--- src/rtl/mvu_job_responder_if.sv ---
// CSR/start/irq bundle between a pito hart lane and its MVU job responder.
// Carries start_err only when MVU_JOB_START_ERR_EN is defined.
interface mvu_job_responder_if #(
  parameter int ADDR_W = 15
);
  logic              mvu_start;
  logic [31:0]       csr_mvuwbaseptr;
  logic [31:0]       csr_mvuwjump_0;
  logic [31:0]       csr_mvuwjump_1;
  logic [31:0]       csr_mvuwlength_1;
  logic [31:0]       csr_mvucommand;
  logic [ADDR_W-1:0] waddr;
  logic              waddr_valid;
  logic              waddr_ready;
  logic              mvu_irq;
  logic              irq_ack;
  logic              busy;
`ifdef MVU_JOB_START_ERR_EN
  logic              start_err;
`endif

  modport master (
    output mvu_start, csr_mvuwbaseptr, csr_mvuwjump_0, csr_mvuwjump_1,
           csr_mvuwlength_1, csr_mvucommand, waddr_ready, irq_ack,
`ifdef MVU_JOB_START_ERR_EN
    input  start_err,
`endif
    input  waddr, waddr_valid, mvu_irq, busy
  );

  modport slave (
    input  mvu_start, csr_mvuwbaseptr, csr_mvuwjump_0, csr_mvuwjump_1,
           csr_mvuwlength_1, csr_mvucommand, waddr_ready, irq_ack,
`ifdef MVU_JOB_START_ERR_EN
    output start_err,
`endif
    output waddr, waddr_valid, mvu_irq, busy
  );
endinterface

--- src/rtl/mvu_job_responder.sv ---
// MVU job responder: snapshots weight CSRs on start, walks a two-level address loop, holds irq until ack.
// Optional sticky start_err flag for ignored starts under MVU_JOB_START_ERR_EN.
module mvu_job_responder #(
  parameter int ADDR_W = 15,
  parameter int CNT_W  = 16
) (
  input logic              clk,
  input logic              rst,
  mvu_job_responder_if.slave bus
);

  // IDLE | waiting for start    RUN | issuing addresses    DONE | irq held until ack
  typedef enum logic [1:0] {IDLE, RUN, DONE} state_e;

  state_e            state_q, state_d;
  logic [ADDR_W-1:0] addr_q, addr_d;
  logic [ADDR_W-1:0] jump0_q, jump0_d;
  logic [ADDR_W-1:0] jump1_q, jump1_d;
  logic [CNT_W-1:0]  icnt_q, icnt_d;
  logic [CNT_W-1:0]  ocnt_q, ocnt_d;
  logic [CNT_W-1:0]  len_q, len_d;
  logic              valid_q, valid_d;
  logic              irq_q, irq_d;
  logic              busy_q, busy_d;
  logic              load;

  logic unused_csr_bits;
  assign unused_csr_bits = ^{bus.csr_mvuwbaseptr[31:ADDR_W], bus.csr_mvuwjump_0[31:ADDR_W],
                             bus.csr_mvuwjump_1[31:ADDR_W], bus.csr_mvuwlength_1[31:CNT_W],
                             bus.csr_mvucommand[31:CNT_W]};

`ifdef MVU_JOB_START_ERR_EN
  logic err_q, err_d;
`endif

  always_ff @(posedge clk or posedge rst) begin
    if (rst) begin
      state_q <= IDLE;
      addr_q  <= '0;
      jump0_q <= '0;
      jump1_q <= '0;
      icnt_q  <= '0;
      ocnt_q  <= '0;
      len_q   <= '0;
      valid_q <= 1'b0;
      irq_q   <= 1'b0;
      busy_q  <= 1'b0;
    end else begin
      state_q <= state_d;
      addr_q  <= addr_d;
      jump0_q <= jump0_d;
      jump1_q <= jump1_d;
      icnt_q  <= icnt_d;
      ocnt_q  <= ocnt_d;
      len_q   <= len_d;
      valid_q <= valid_d;
      irq_q   <= irq_d;
      busy_q  <= busy_d;
    end
  end

  always_comb begin
    state_d = state_q;
    addr_d  = addr_q;
    jump0_d = jump0_q;
    jump1_d = jump1_q;
    icnt_d  = icnt_q;
    ocnt_d  = ocnt_q;
    len_d   = len_q;
    load    = 1'b0;

    case (state_q)
      IDLE: begin
        if (bus.mvu_start) load = 1'b1;
      end
      RUN: begin
        if (valid_q && bus.waddr_ready) begin
          if (icnt_q == '0 && ocnt_q == '0) begin
            state_d = DONE;
          end else if (icnt_q == '0) begin
            icnt_d = len_q;
            ocnt_d = ocnt_q - 1'b1;
            addr_d = addr_q + jump1_q;
          end else begin
            icnt_d = icnt_q - 1'b1;
            addr_d = addr_q + jump0_q;
          end
        end
      end
      DONE: begin
        if (bus.irq_ack) begin
          if (bus.mvu_start) load = 1'b1;
          else               state_d = IDLE;
        end
      end
      default: state_d = IDLE;
    endcase

    // A start accepted in IDLE or together with ack in DONE takes a fresh snapshot.
    if (load) begin
      state_d = RUN;
      addr_d  = bus.csr_mvuwbaseptr[ADDR_W-1:0];
      jump0_d = bus.csr_mvuwjump_0[ADDR_W-1:0];
      jump1_d = bus.csr_mvuwjump_1[ADDR_W-1:0];
      len_d   = bus.csr_mvuwlength_1[CNT_W-1:0];
      icnt_d  = bus.csr_mvuwlength_1[CNT_W-1:0];
      ocnt_d  = bus.csr_mvucommand[CNT_W-1:0];
    end

    valid_d = (state_d == RUN);
    irq_d   = (state_d == DONE);
    busy_d  = (state_d != IDLE);
  end

  assign bus.waddr       = addr_q;
  assign bus.waddr_valid = valid_q;
  assign bus.mvu_irq     = irq_q;
  assign bus.busy        = busy_q;

`ifdef MVU_JOB_START_ERR_EN
  always_comb begin
    err_d = err_q;
    if (state_q == DONE && bus.irq_ack)
      err_d = 1'b0;
    else if (bus.mvu_start && (state_q == RUN || state_q == DONE))
      err_d = 1'b1;
  end

  always_ff @(posedge clk or posedge rst) begin
    if (rst) err_q <= 1'b0;
    else     err_q <= err_d;
  end

  assign bus.start_err = err_q;
`endif

endmodule
--- src/flat_wrapper.sv ---
// flat-port wrapper written by rule: the top's interface ports become plain ports
module mvu_job_responder_flat 
#(
  parameter int ADDR_W = 15,
  parameter int CNT_W  = 16
)
  (clk, rst, bus_mvu_start, bus_csr_mvuwbaseptr, bus_csr_mvuwjump_0, bus_csr_mvuwjump_1, bus_csr_mvuwlength_1, bus_csr_mvucommand, bus_waddr_ready, bus_irq_ack, bus_waddr, bus_waddr_valid, bus_mvu_irq, bus_busy);
  mvu_job_responder_if #(.ADDR_W(ADDR_W)) bus_i ();
  input logic clk;
  input logic rst;
  input wire logic [$bits(bus_i.mvu_start)-1:0] bus_mvu_start;
  input wire logic [$bits(bus_i.csr_mvuwbaseptr)-1:0] bus_csr_mvuwbaseptr;
  input wire logic [$bits(bus_i.csr_mvuwjump_0)-1:0] bus_csr_mvuwjump_0;
  input wire logic [$bits(bus_i.csr_mvuwjump_1)-1:0] bus_csr_mvuwjump_1;
  input wire logic [$bits(bus_i.csr_mvuwlength_1)-1:0] bus_csr_mvuwlength_1;
  input wire logic [$bits(bus_i.csr_mvucommand)-1:0] bus_csr_mvucommand;
  input wire logic [$bits(bus_i.waddr_ready)-1:0] bus_waddr_ready;
  input wire logic [$bits(bus_i.irq_ack)-1:0] bus_irq_ack;
  output wire logic [$bits(bus_i.waddr)-1:0] bus_waddr;
  output wire logic [$bits(bus_i.waddr_valid)-1:0] bus_waddr_valid;
  output wire logic [$bits(bus_i.mvu_irq)-1:0] bus_mvu_irq;
  output wire logic [$bits(bus_i.busy)-1:0] bus_busy;
  assign bus_i.mvu_start = bus_mvu_start;
  assign bus_i.csr_mvuwbaseptr = bus_csr_mvuwbaseptr;
  assign bus_i.csr_mvuwjump_0 = bus_csr_mvuwjump_0;
  assign bus_i.csr_mvuwjump_1 = bus_csr_mvuwjump_1;
  assign bus_i.csr_mvuwlength_1 = bus_csr_mvuwlength_1;
  assign bus_i.csr_mvucommand = bus_csr_mvucommand;
  assign bus_i.waddr_ready = bus_waddr_ready;
  assign bus_i.irq_ack = bus_irq_ack;
  assign bus_waddr = bus_i.waddr;
  assign bus_waddr_valid = bus_i.waddr_valid;
  assign bus_mvu_irq = bus_i.mvu_irq;
  assign bus_busy = bus_i.busy;
  mvu_job_responder #(.ADDR_W(ADDR_W), .CNT_W(CNT_W)) u_core (.clk(clk), .rst(rst), .bus(bus_i));
endmodule
--- config.mk ---
export PLATFORM = sky130hd
export DESIGN_NAME = mvu_job_responder_flat
export DESIGN_NICKNAME = d
export VERILOG_FILES = /design/src/rtl/mvu_job_responder_if.sv /design/src/rtl/mvu_job_responder.sv /design/src/flat_wrapper.sv
export SDC_FILE = /design/constraint.sdc
export NUM_CORES = 1
export LEC_CHECK = 0
export ABC_AREA = 0
export CORE_MARGIN = 1
export CORE_UTILIZATION = 42
export DETAILED_ROUTE_END_ITERATION = 8
export PLACE_DENSITY = 0.88
export SYNTH_ARGS = -nofsm -noshare
export SYNTH_HDL_FRONTEND = slang
export SYNTH_SLANG_ARGS = --single-unit
--- constraint.sdc ---
create_clock -name clk -period 3.8 [get_ports clk]
set_input_delay 0.76 -clock clk [delete_from_list [all_inputs] [get_ports clk]]
set_output_delay 0.76 -clock clk [all_outputs]
set_load 0.05 [all_outputs]
# Word level (Yosys, flattened, before mapping)
# Cells that the tools add are included.
[totals]
reg_bits = 98
inputBits = 165
wordCells = 54
[op_classes]
add_sub_neg = 4
eq_ne = 5
mux = 24
n_reduce_logical = 11
[op_table]
columns = ["cell", "n"]
rows = [
  ["$mux W16", 10],
  ["$mux W15", 5],
  ["$logic_not A16 Y1", 2],
  ["$sub A16 B1 Y16 const B", 2],
  ["$add A15 B15 Y15", 2],
  ["$mux W2", 5],
  ["$reduce_bool A2 Y1", 4],
  ["$pmux W2 S3", 1],
  ["$eq A2 B1 Y1 const B", 2],
  ["$eq A2 B2 Y1 const B", 2],
  ["$reduce_and A4 Y1", 1],
  ["$reduce_and A3 Y1", 1],
  ["$logic_and A1 B1 Y1", 2],
  ["$logic_not A2 Y1", 1],
  ["$mux W1", 2],
  ["$ne A2 B1 Y1 const B", 1],
  ["$pmux W1 S2", 1],
]

# Logic depth before layout (Yosys ltp)
[depth]
depth_word = 7
mapped_depth = 17
ltp_nobuf = 14

# Worst setup path before layout
# OpenSTA, ideal clock, no wires.
[synth_path]
path_kind = "flip-flop to flip-flop"
start = "register u_core.icnt_q[0]"
end = "register u_core.addr_q[14] (netlist: u_core.bus.waddr[14])"
setup_ns = 0.132
arrival_time_ns = 3.520
t_required_ns = 3.668
slack_ns = 0.148
path_stages_with_launch = 16
n_path_buf = 1
period_less_slack_ns = 3.652
cell_sequence = "dfrtp_1 -> inv_1 -> ha_1 -> nor4b_4 -> nand4_2 -> clkbuf_1 -> nand2_1 -> nand2_1 -> ha_1 -> fa_1 -> a211oi_1 -> o21ai_0 -> a211o_1 -> o41a_1 -> xnor2_1 -> o21ai_0"
[synth_via]
elab_chain_len = 6
word_cells_on_any_way = 9
classes_between = "eq/ne (1); mux (5); reduce/logical (3)"
[synth_rtl]
columns = ["element", "line", "text"]
rows = [
  ["start, declared", "mvu_job_responder.sv:19", "logic [CNT_W-1:0] icnt_q, icnt_d;"],
  ["start signal, assigned", "mvu_job_responder.sv:53", "icnt_q <= icnt_d;"],
  ["$logic_not A16 Y1 *", "mvu_job_responder.sv:78, mvu_job_responder.sv:80", ""],
  ["$mux W15", "mvu_job_responder.sv:80", "end else if (icnt_q == '0) begin"],
  ["$mux W15", "mvu_job_responder.sv:78", "if (icnt_q == '0 && ocnt_q == '0) begin"],
  ["$mux W15", "mvu_job_responder.sv:77", "if (valid_q && bus.waddr_ready) begin"],
  ["$mux W15", "mvu_job_responder.sv:72", "case (state_q)"],
  ["$mux W15", "mvu_job_responder.sv:100", "if (load) begin"],
  ["end signal, assigned", "mvu_job_responder.sv:50", "addr_q <= addr_d;"],
  ["end, declared", "mvu_job_responder.sv:16", "logic [ADDR_W-1:0] addr_q, addr_d;"],
]
# Mark *: on every way between the ends. The rest lies on a longest branch, timed or not. The select of a mux whose other input is x is not followed.
# A chain may end at the register's enable or synchronous reset.

# Final worst setup path
[layout_path]
start = "register u_core.icnt_q[1]"
end = "register u_core.addr_q[14] (netlist: u_core.bus.waddr[14])"
# The elaborated chain is that of the path after synthesis.

==> run metrics <==
vias per cell 5.46; Reg2Reg Setup Slack 0.21 ns; final setup TNS 0 ns; CTS tree done; #FFs+latches synth 98; Max-slew headroom 0.567; WS Path Type reg -> reg; met1 WL 6640 um; TritonCTS Sinks 98; Max Transition Viols Final 0; register area 0.00245 mm2; core area 0.0128 mm2; ant diodes 0; register area share after synthesis 0.437; post-route ant nets 0; hpwl dp 10300 um; syn nets around 830; Die ar. approximately 0.014 mm2; number of primary I/O pins around 180; first-pass GRT wire length between 20000 and 25000 um; htree depth 3; Worst Hold Class reg -> reg; Detailed Route WL ~14000 um; Initial Utilization 0.438; yosys warns 0; routed length on met2 between 6000 and 7000 um; vias in the first global route just over 5000; CTS Buf Count 9; Critical Path AT between 3 and 4 ns; Final Cycle Share 0.945; hold wc startpoint u_core.len_q[9]$_DFFE_PP0P_; VDD IR max between 0.0004 and 0.0005 V; initial antenna violation count 0; routed len/inst 15.5 um; min cycle time layout around 3.6 ns; die width between 100 and 150 um; Post-Syn Area around 0.0056 mm2; Clk pwr share 0.246; RD Place Congestion between 0.8 and 0.9; gr usage total 0.214; vias post-DR 5035; slowest CP cell dfrtp_1; Critical Path Start u_core.icnt_q[1]$_DFFE_PP0P_; # port buffers 99; CTS root buf clkbuf_16; NumNets Final 931; fill count approximately 1100; maximum fanout along the worst path 10; final setup vio count 0; number of max-cap violations 0; Cell Int Power ~0.0024 W; FFs w/ async S/R, synth 1.00; drt drc 0; status finished clean; area grow syn2layout 27.8%; multi-input logic area 0.00300 mm2; Area after DPL 0.00685 mm2; cts hold-fix bufs 0; Reg power frac 0.383; most frequent cells in the layout nand2_1 (220), clkdlybuf4s50_1 (99), dfrtp_1 (98), nor2_1 (33), o21ai_0 (28); reg2reg start u_core.icnt_q[1]$_DFFE_PP0P_; Clk Latency, worst-skew pair about 0.33 ns; DR iter-0 viols between 400 and 500; prevailing post-synth register cell dfrtp_1; die height between 100 and 150 um; GRT overflow 0; met3 wire length approximately 730 um; commonest non-fill, non-tap cell in the layout nand2_1; Post-synth EDFFs 0; Critical Path Sink Type register; Clock transition at path regs ~0.07 ns; worst-path cell chain inv_1 > ha_1 > nor4b_4 > and4_1 > buf_4 > nand2_1 > nand2_1 > ha_1 > nor3_1 > nor4b_1 > a211o_1 > o41a_1 > xnor2_1 > o21ai_0; DRT Pass-1 Iters 5; row count approximately 40; Clock Skew around 0.011 ns; worst-margin pin slew approximately 0.65 ns; Avg Inst Size Synth 8.66 um2; power per cell area around 530 mW/mm2; critical path launch point type register; combinational fraction of design power 0.371; clock tree buffer depth 2; RSZ-0062 raised after global routing no; Top Metal Used met4; P_leak ~3.3 nW; post-synthesis cell count 648; largest net degree at the start of global routing 54; Critical Path RT ~4.0 ns; Net Sw Frac 0.381; post-route cell area a little over 0.007 mm2; fraction of layout cells with a size suffix above 1 0.0827; Psw approximately 0.0015 W; Netlist cell types 69; FMAX around 280 MHz; crit-path max cell delay between 0.4 and 0.5 ns; final hold vios 0
-- worst paths after layout --
kind | endpoint | cells after the start
worst max register to register | u_core.bus.waddr[14]$_DFFE_PP0P_ | 14
worst max-delay path | u_core.bus.waddr[14]$_DFFE_PP0P_ | 14
worst min-delay path | u_core.len_q[9]$_DFFE_PP0P_ | 2
max in group asynchronous | u_core.jump0_q[8]$_DFFE_PP0P_ | 3
min in group asynchronous | u_core.jump0_q[1]$_DFFE_PP0P_ | 2
worst min register to register | u_core.len_q[9]$_DFFE_PP0P_ | 2
-- registers in the layout, indices dropped and copies added, names as in the netlist --
signal,cells
u_core.bus.busy,1
u_core.bus.waddr,15
u_core.icnt_q,16
u_core.bus.mvu_irq,1
u_core.bus.waddr_valid,1
u_core.ocnt_q,16
u_core.jump0_q,15
u_core.state_q,2
u_core.jump1_q,15
u_core.len_q,16
-- worst max-delay path, delay by kind of cell (launching register included) --
family / cells / cell delay (ns)
fa+ha+maj: 2 / 0.46
xor+xnor: 1 / 0.15
flops: 1 / 0.44
compound gates: 3 / 0.76
buf+inv: 2 / 0.34
simple gates: 6 / 1.31
-- power by group through the flow --
| stage | combinational [W] | sequential (W) | clock, W |
|---|---|---|---|
| after floorplan | 0.000739 | 0.00168 | 0 |
| after global placement | 0.00136 | 0.00147 | 0 |
| after detailed placement | 0.00140 | 0.00148 | 0 |
| after CTS | 0.00141 | 0.00146 | 0.000943 |
| after global routing | 0.00155 | 0.00149 | 0.000992 |
| final | 0.00142 | 0.00147 | 0.000940 |
-- stage by stage --
stage	power, W	setup slack, ns	util	hold slack (ns)	instances
3_3_place_gp	0.00282	0.261	0.534	0.451	905
6_report	0.00383	0.208	0.559	0.474	922
2_1_floorplan	0.00241	0.148	-	0.437	648
4_1_cts	0.00381	0.150	0.558	0.470	921
3_5_place_dp	0.00288	0.160	0.534	0.454	905
5_1_grt	0.00403	0.0278	0.559	0.499	922
-- cells in the mapped netlist, drive strengths merged (3+ instances only) --
cell type	instances	share of area
o211ai	6	0.0089
a21oi	26	0.024
nor4b	3	0.0074
nor4	13	0.027
or4	7	0.010
dfrtp	98	0.44
inv	7	0.0047
nand4	4	0.010
and3	7	0.0078
nor2	33	0.022
nand2	221	0.15
nor3	9	0.012
a221o	5	0.0089
a21o	4	0.0054
xnor2	16	0.025
nand4b	3	0.0047
o21ai	40	0.036
o31ai	4	0.0054
a22oi	6	0.0080
buf	11	0.011
xor2	13	0.020
clkbuf	21	0.014
a31oi	9	0.010
nor3b	3	0.0040
ha	20	0.045
a211oi	4	0.0054
nand3	13	0.012
nand2b	7	0.0078
-- metal layers --
| layer | vias to the layer above | global-route usage |
|---|---|---|
| met1 | 2410 | 0.300 |
| met3 | 12 | 0.0247 |
| met4 | 0 | 0.0513 |
| met5 | - | 0 |
| li1 | 2445 | - |
| met2 | 168 | 0.354 |
-- cell families after synthesis --
group                      count (synthesis)  synth area share
DFF                                       98             0.437
buffers and inverters                     39            0.0303
and+or+nand+nor                          334             0.289
adders and majority gates                 21            0.0482
AOI/OAI and AO/OA                        125             0.147
xor gates and xnor gates                  29            0.0453
muxes                                      2           0.00357
-- area by class of cell --
class	instances	share of cell area
multi-input cells	511	0.418
flip-flops and latches	98	0.342
repair buffers	118	0.163
clock buffers	10	0.0333
well taps	172	0.0300
clock inverters	6	0.00908
inverters	7	0.00384
-- what timing repair did --
action                     CTS  global route
resized for setup            0             2
setup endpoints to repair    0             1
setup buffers                0             1
Note: power is estimated with default switching activity, not from simulation.
